**config.mk**
```make
export PLATFORM = sky130hd
export DESIGN_NAME = wb_trace_collector
export DESIGN_NICKNAME = d
export VERILOG_FILES = /design/src/rtl/trace_pkg.sv /design/src/rtl/trace_fifo.sv /design/src/rtl/wb_trace_collector.sv
export SDC_FILE = /design/constraint.sdc
export NUM_CORES = 2
export LEC_CHECK = 0
export BUFFER_PORTS_ARGS = -buffer_cell sky130_fd_sc_hd__buf_2
export CORE_MARGIN = 3
export CORE_UTILIZATION = 56
export DETAILED_ROUTE_END_ITERATION = 10
export GPL_ROUTABILITY_DRIVEN = 0
export PLACE_DENSITY = 0.76
export REMOVE_ABC_BUFFERS = 1
export SYNTH_ARGS = -nofsm -noshare
export SYNTH_HDL_FRONTEND = slang
export SYNTH_HIERARCHICAL = 1
export SYNTH_SLANG_ARGS = --single-unit
```
**constraint.sdc**
```tcl
create_clock -name clk -period 10.25 [get_ports clk]
set_input_delay 1.5375 -clock clk [delete_from_list [all_inputs] [get_ports clk]]
set_output_delay 1.5375 -clock clk [all_outputs]
set_load 0.01 [all_outputs]
```
**src/rtl/trace_pkg.sv**
```systemverilog
// Trace record layout shared by the collector and its FIFO.
// Optional macro TRACE_SEQ_EN appends a 32-bit sequence tag above the base record.
package trace_pkg;

  localparam logic TR_TYPE_GRF = 1'b0;
  localparam logic TR_TYPE_DM  = 1'b1;

  localparam int TR_DATA_LSB = 0;
  localparam int TR_ADDR_LSB = 32;
  localparam int TR_PC_LSB   = 64;
  localparam int TR_TYPE_BIT = 96;
  localparam int TR_BASE_W   = 97;

`ifdef TRACE_SEQ_EN
  localparam int TR_SEQ_LSB  = 97;
  localparam int TR_REC_W    = 129;
`else
  localparam int TR_REC_W    = 97;
`endif

  // Field order matches the *_LSB offsets above (data in the low word).
  typedef struct packed {
    logic        typ;
    logic [31:0] pc;
    logic [31:0] addr;
    logic [31:0] data;
  } tr_base_t;

  function automatic tr_base_t tr_make(input logic        typ,
                                       input logic [31:0] pc,
                                       input logic [31:0] addr,
                                       input logic [31:0] data);
    tr_base_t r;
    r.typ  = typ;
    r.pc   = pc;
    r.addr = addr;
    r.data = data;
    return r;
  endfunction

endpackage

```
**src/rtl/trace_fifo.sv**
```systemverilog
// Dual-push / single-pop synchronous FIFO; slot 0 is always written before slot 1.
// Storage is not reset; only pointers and occupancy are.
module trace_fifo
  import trace_pkg::*;
#(
  parameter int DEPTH = 16,
  parameter int CW    = 5,
  parameter int W     = TR_REC_W
) (
  input  logic          clk,
  input  logic          reset,
  input  logic [1:0]    push_cnt,
  input  logic [W-1:0]  wdata0,
  input  logic [W-1:0]  wdata1,
  input  logic          pop,
  output logic [W-1:0]  rdata,
  output logic [CW-1:0] count
);

  localparam int AW = $clog2(DEPTH);

  logic [W-1:0]  mem [DEPTH];
  logic [AW-1:0] wr_ptr;
  logic [AW-1:0] rd_ptr;

  always_ff @(posedge clk) begin
    if (push_cnt != 2'd0) mem[wr_ptr] <= wdata0;
    if (push_cnt == 2'd2) mem[wr_ptr + AW'(1)] <= wdata1;
  end

  always_ff @(posedge clk or posedge reset) begin
    if (reset) begin
      wr_ptr <= '0;
      rd_ptr <= '0;
      count  <= '0;
    end else begin
      wr_ptr <= wr_ptr + AW'(push_cnt);
      rd_ptr <= rd_ptr + AW'(pop);
      count  <= count + CW'(push_cnt) - CW'(pop);
    end
  end

  assign rdata = mem[rd_ptr];

endmodule

```
**src/rtl/wb_trace_collector.sv**
```systemverilog
// Observes GRF (W stage) and DM (M stage) writes, buffers them as trace records and streams them out.
// Optional macro TRACE_SEQ_EN adds out_seq, a push-order tag on every accepted record.
module wb_trace_collector
  import trace_pkg::*;
#(
  parameter int DEPTH = 16,
  parameter int CW    = 5
) (
  input  logic          clk,
  input  logic          reset,
  input  logic          grf_we,
  input  logic [31:0]   grf_pc,
  input  logic [4:0]    grf_addr,
  input  logic [31:0]   grf_wdata,
  input  logic          dm_we,
  input  logic [31:0]   dm_pc,
  input  logic [31:0]   dm_addr,
  input  logic [31:0]   dm_wdata,
  output logic          out_valid,
  input  logic          out_ready,
  output logic          out_type,
  output logic [31:0]   out_pc,
  output logic [31:0]   out_addr,
  output logic [31:0]   out_data,
`ifdef TRACE_SEQ_EN
  output logic [31:0]   out_seq,
`endif
  output logic          overflow,
  output logic [CW-1:0] level
);

  logic                grf_vld_p0;
  logic                dm_vld_p0;
  logic [1:0]          need_p0;
  logic [1:0]          push_cnt_p0;
  logic                drop_p0;
  logic [CW-1:0]       count;
  logic [CW-1:0]       free_p0;
  tr_base_t            grf_rec_p0;
  tr_base_t            dm_rec_p0;
  tr_base_t            slot0_base_p0;
  logic [TR_REC_W-1:0] slot0_p0;
  logic [TR_REC_W-1:0] slot1_p0;
  logic [TR_REC_W-1:0] head;
  tr_base_t            head_base;
  logic                pop;

  // Capture stage: filter, order (GRF is the older instruction) and apply drop policy
  assign grf_vld_p0 = grf_we && (grf_addr != 5'd0);
  assign dm_vld_p0  = dm_we;
  assign need_p0    = {1'b0, grf_vld_p0} + {1'b0, dm_vld_p0};

  // Space is judged on the pre-pop occupancy; a same-cycle pop does not help.
  assign free_p0 = CW'(DEPTH) - count;

  always_comb begin
    push_cnt_p0 = need_p0;
    if (free_p0 < CW'(need_p0)) push_cnt_p0 = free_p0[1:0];
  end

  assign drop_p0 = (push_cnt_p0 != need_p0);

  assign grf_rec_p0    = tr_make(TR_TYPE_GRF, grf_pc, {27'd0, grf_addr}, grf_wdata);
  assign dm_rec_p0     = tr_make(TR_TYPE_DM, dm_pc, dm_addr, dm_wdata);
  assign slot0_base_p0 = grf_vld_p0 ? grf_rec_p0 : dm_rec_p0;

`ifdef TRACE_SEQ_EN
  logic [31:0] seq_cnt;

  always_ff @(posedge clk or posedge reset) begin
    if (reset) seq_cnt <= '0;
    else       seq_cnt <= seq_cnt + 32'(push_cnt_p0);
  end

  assign slot0_p0 = {seq_cnt, slot0_base_p0};
  assign slot1_p0 = {seq_cnt + 32'd1, dm_rec_p0};
`else
  assign slot0_p0 = slot0_base_p0;
  assign slot1_p0 = dm_rec_p0;
`endif

  always_ff @(posedge clk or posedge reset) begin
    if (reset)        overflow <= 1'b0;
    else if (drop_p0) overflow <= 1'b1;
  end

  trace_fifo #(
    .DEPTH (DEPTH),
    .CW    (CW),
    .W     (TR_REC_W)
  ) u_fifo (
    .clk      (clk),
    .reset    (reset),
    .push_cnt (push_cnt_p0),
    .wdata0   (slot0_p0),
    .wdata1   (slot1_p0),
    .pop      (pop),
    .rdata    (head),
    .count    (count)
  );

  // Output stage: head fields are forced to zero while nothing is buffered
  assign out_valid = (count != '0);
  assign pop       = out_valid && out_ready;
  assign level     = count;
  assign head_base = head[TR_BASE_W-1:0];

  assign out_type = out_valid ? head_base.typ  : 1'b0;
  assign out_pc   = out_valid ? head_base.pc   : 32'd0;
  assign out_addr = out_valid ? head_base.addr : 32'd0;
  assign out_data = out_valid ? head_base.data : 32'd0;
`ifdef TRACE_SEQ_EN
  assign out_seq  = out_valid ? head[TR_REC_W-1:TR_SEQ_LSB] : 32'd0;
`endif

endmodule

```
Yosys cells after proc, flatten, opt, wreduce, memory -nomap -nowiden --
Memory sizes are Yosys's and may differ from the RTL's. Cells that the tools add are included.
Word-level totals: RAM bits 1552, output and inout bits 104, input port bits 170, memories 1, logic and storage cells 30, register bits after elaboration 14
Memories:
- u_fifo.mem | words 16, width 97, rd ports 1, clocked after memory_dff 0, wr ports 2, line trace_fifo.sv:22 | logic [W-1:0] mem [DEPTH];
Operators by class: multiplexer cells 10, eq/ne operators 2, reduce and logical (&&, ||, !) cells 5, add/sub/neg operators 7, order comparisons 1
Operators with widths (count):
- $mux 97 | 1
- $mux 32 | 3
- $reduce_bool 5->1 | 2
- $add 5x2->5 | 1
- $lt 5x2->1 | 1
- $mux 1 | 5
- $sub 5x1->5 | 1
- $sub 5x5->5 const A | 1
- $add 4x1->4 | 1
- $add 4x1->4 const B | 1
- $add 4x2->4 | 1
- $add 1x1->2 | 1
- $eq 2x2->1 const B | 1
- $logic_and 1x1->1 | 2
- $mux 2 | 1
- $ne 2x2->1 | 1
- $reduce_bool 2->1 | 1

Longest topological paths before layout --
depth in word-level cells 8, depth in mapped cells 19, mapped depth without buffers 17

By module --
The synthesis kept the hierarchy.
By module, submodules not included:
- trace_fifo | area each 77797.1 µm², instances 1, sequential area each 46930.0 µm², cells each 4383
- wb_trace_collector | area each 1941.9 µm², instances 1, sequential area each 25.0 µm², cells each 256

Least setup slack after synthesis --
No wires, ideal clock.
path kind input port to flip-flop, from input port grf_addr[3], to memory u_fifo/mem[0][0] (netlist bit) (enable), stages 13, slack -1.986 ns, data arrival time 11.541 ns, path buffers 2, required time 9.555 ns, cell sequence or4_1 -> o21ai_2 -> buf_6 -> buf_4 -> inv_1 -> ha_1 -> or2b_2 -> a2111oi_4 -> a21oi_2 -> mux2_1 -> or2_2 -> nand2_1 -> o31ai_1
RTL lines:
- from (decl) | line wb_trace_collector.sv:13 | input logic [4:0] grf_addr,
- to (decl) | line trace_fifo.sv:22

==> impl_metrics.toml <==
[run_status]
status = "finished, final reports clean"

[placement]
place_area_mm2 = 0.0824
dp_hpwl_um = 112000
numPortBuffers = 273

[grt]
grt_start_max_net_pins = 129
grt_pass1_vias = 46797
grt_overflow = 0
track_usage_pct = 30.0
antenna_found_initial = 25
grt_pass1_wl_um = 322000

[layout]
nets = 4852
fill_cells = 9971
drive_above_1_share_pct = 55.0
layout_commonest_cell = "mux2_2"
syn2layout_area_growth_pct = 10.1
layout_common_cells = "1616 x mux2_2, 1552 x edfxtp_1, 388 x mux4_2, 273 x buf_2, 194 x a22oi_1"
postLayoutCellArea_mm2 = 0.0878

[power]
power.density_mw_per_mm2 = 252
p_comb_share_pct = 33.9
peakVddDrop_v = 0.000249
p_total_mw = 22.1
p_int_mw = 14.9
swShare_pct = 32.5
seqPwrFrac_pct = 39.1
switching_power_mw = 7.20
clkPwrFrac_pct = 27.0
p_leak_nw = 29.9

[critical_path]
r2r-end = "u_fifo/mem[4][53]$_DFFE_PP_"
crit_path_start_kind = "primary input"
critPathLaunch = "grf_addr[3]"
cpMostUsedCell = "buf_4"
worst_path_largest_cell_delay_ns = 1.03
cp.depth = 14
worst-path-max-fanout = 53
r2r_slack_ns = 4.20
rr_worst_depth = 14
critPathSlowestCell = "buf_4"
path_class = "primary input to flop"
worstPathRequired_ns = 10.66
worstReg2RegStart = "u_fifo/count[0]$_DFF_PP0_"
crit_chain = "buf_2 -> or4_1 -> o21ai_4 -> inv_1 -> ha_1 -> or2b_2 -> a2111oi_4 -> a21oi_2 -> mux2_1 -> or2_2 -> a32oi_1 -> nor2_4 -> buf_4 -> buf_4"
worstPathArrival_ns = 7.34
cp-end-kind = "flop"
endpoint = "u_fifo/mem[4][53]$_DFFE_PP_"
cp_top_family = "simple AND/OR/NAND/NOR gates"
crit_buf_inv = 4

[die]
core_area_mm2 = 0.140
die_x_um = 383
top_level_ports = 274
dieHeight_um = 383
die_area_mm2 = 0.147
initial_core_util_pct = 56.8
rows = 137

[clocking]
clockBufferDepth = 3
hold_buffers = 0
clk_pin_slew_ns = 0.06
postCtsSetupBuffers = 0
clk_latency_ns = 0.80
h-tree-depth = 4
cts.sinks = 1566
numCtsBuffers = 166
cts_tree = "yes"
cts_resized = 0
cts_root_buf = "clkbuf_16"

[detailed_routing]
vias = 45114
routedWlPerCell_um = 33.0
wirelength_um = 221000
dr.pass1.iters = 5
drt_iter0_drc = 4956
ant_nets = 0
drc = 0
vias_per_cell = 6.75

[logic_synthesis]
synth_cell_types = 48
syn_avg_cell_area_um2 = 17.2
synth_edf_count = 1552
synth_area_leaders = "edfxtp_1 58%, mux2_2 23%, mux4_2 11%, a22oi_1 1.8%, clkbuf_1 1.3%"
syn_inst = 4639
ys_seq_area_share_pct = 58.9
ys_ff_latch = 1566
synth_top_area_cell = "edfxtp_1"
ys.flop_type = "edfxtp_1"
async_flop_share_pct = 0.894
synth.cell_area_mm2 = 0.0797
yosys_warnings = 6
synth_top_area_share_pct = 58.4

[sta]
drv_slew = 0
rsz0062_at_grt = "false"
max-slew-margin-rel_pct = 18.3
skew_ns = 0.0322
worst_slew_pin_slew_ns = 1.23
holdWs_ns = 0.570
hold_viol_final = 0
setup_violations = 0
min_period_ns = 6.93
fin_crit_sh_pct = 67.6
max_freq_mhz = 144

[min_path]
hp-class = "primary input to asynchronous set/reset pin"

[job]
cap_violations = 0
## how the worst min path moves through the flow
stage	endpoint	start	cells past startpoint
5_1_grt	overflow$_DFFE_PP0P_	reset	2
4_1_cts	overflow$_DFFE_PP0P_	reset	2
2_1_floorplan	u_fifo/rd_ptr[3]$_DFF_PP0_	u_fifo/rd_ptr[3]$_DFF_PP0_	1
6_report	overflow$_DFFE_PP0P_	reset	2
3_5_place_dp	overflow$_DFFE_PP0P_	overflow$_DFFE_PP0P_	1
3_3_place_gp	u_fifo/count[4]$_DFF_PP0_	u_fifo/count[4]$_DFF_PP0_	2
## metal layers
metal  up-vias  wire length (um)  global-route usage, %  share of wire, %
met1     23718             86600                   41.3                39
met2      2303            108000                   49.2                49
met4        22              6100                   9.04               2.8
li1      18650                 -                      -                 -
met5         -               154                      0             0.070
met3       421             19600                   5.29               8.9
## synth_stat cells, types with 2 or more instances
cell	instances
xor2_1	5
a22oi_1	194
nor2b_1	104
nand2b_1	5
buf_2	154
a21o_1	3
mux2_2	1616
nor2_1	14
buf_1	40
edfxtp_1	1552
inv_1	18
mux2_1	2
buf_4	36
fa_1	2
nor3_1	3
a21oi_1	3
xnor2_1	5
and2_1	28
and4bb_2	2
ha_1	14
nand3_2	3
clkbuf_1	282
mux2i_1	2
or2_2	2
nand2_1	125
o21ai_0	3
dfrtp_1	14
mux4_2	388
## power groups by stage
| stage | sequential, mW | clock, mW | combinational (mW) |
|---|---|---|---|
| finish | 8.65 | 5.96 | 7.51 |
| global placement | 8.74 | 0 | 7.42 |
| global route | 8.73 | 6.29 | 7.92 |
| CTS | 8.66 | 6.05 | 7.52 |
| detailed placement | 8.78 | 0 | 7.49 |
| floorplan | 9.20 | 0 | 5.66 |
## sequential cells by signal (all words and copies together), names as in the netlist
name	cells
u_fifo/rd_ptr	4
u_fifo/mem	1552
overflow	1
u_fifo/wr_ptr	4
u_fifo/count	5
## logic make-up after synthesis
family | after synthesis | synth area share [%]
other cells | 1 | 0.00470
compound gates | 209 | 1.98
xor+xnor | 10 | 0.110
mux | 2008 | 33.8
simple gates | 297 | 1.99
fa+ha+maj | 16 | 0.270
buf+inv | 532 | 2.93
flops | 1566 | 58.9
## cell type report
class / instances / area, um2 / share of cell area, %
Tap cell: 1876 / 2350 / 2.67
Clock buffer: 226 / 4580 / 5.22
Timing Repair Buffer: 367 / 2250 / 2.56
Clock inverter: 75 / 773 / 0.881
Antenna cell: 13 / 32.5 / 0.0371
Sequential cell: 1566 / 47000 / 53.5
Multi-Input combinational cell: 2547 / 30800 / 35.0
Inverter: 18 / 67.6 / 0.0770
## worst reg2reg max path: cells and delay by family, from the launching register on
kind / cells / cell delay, ns
flops: 1 / 0.48
buf+inv: 3 / 1.80
compound gates: 3 / 0.62
simple gates: 5 / 1.75
mux: 1 / 0.48
fa+ha+maj: 2 / 0.52
## stage by stage
step	setup slack, ns	instances	util, %	setup TNS [ns]
after global routing	3.17	6681	62.5	0
after floorplan	-7.35	4131	-	-3676.35
final	3.32	6688	62.5	0
after CTS	3.46	6675	62.5	0
after global placement	2.70	6374	58.7	0
after detailed placement	2.63	6374	58.7	0
Note: power is estimated with default switching activity, not from simulation.
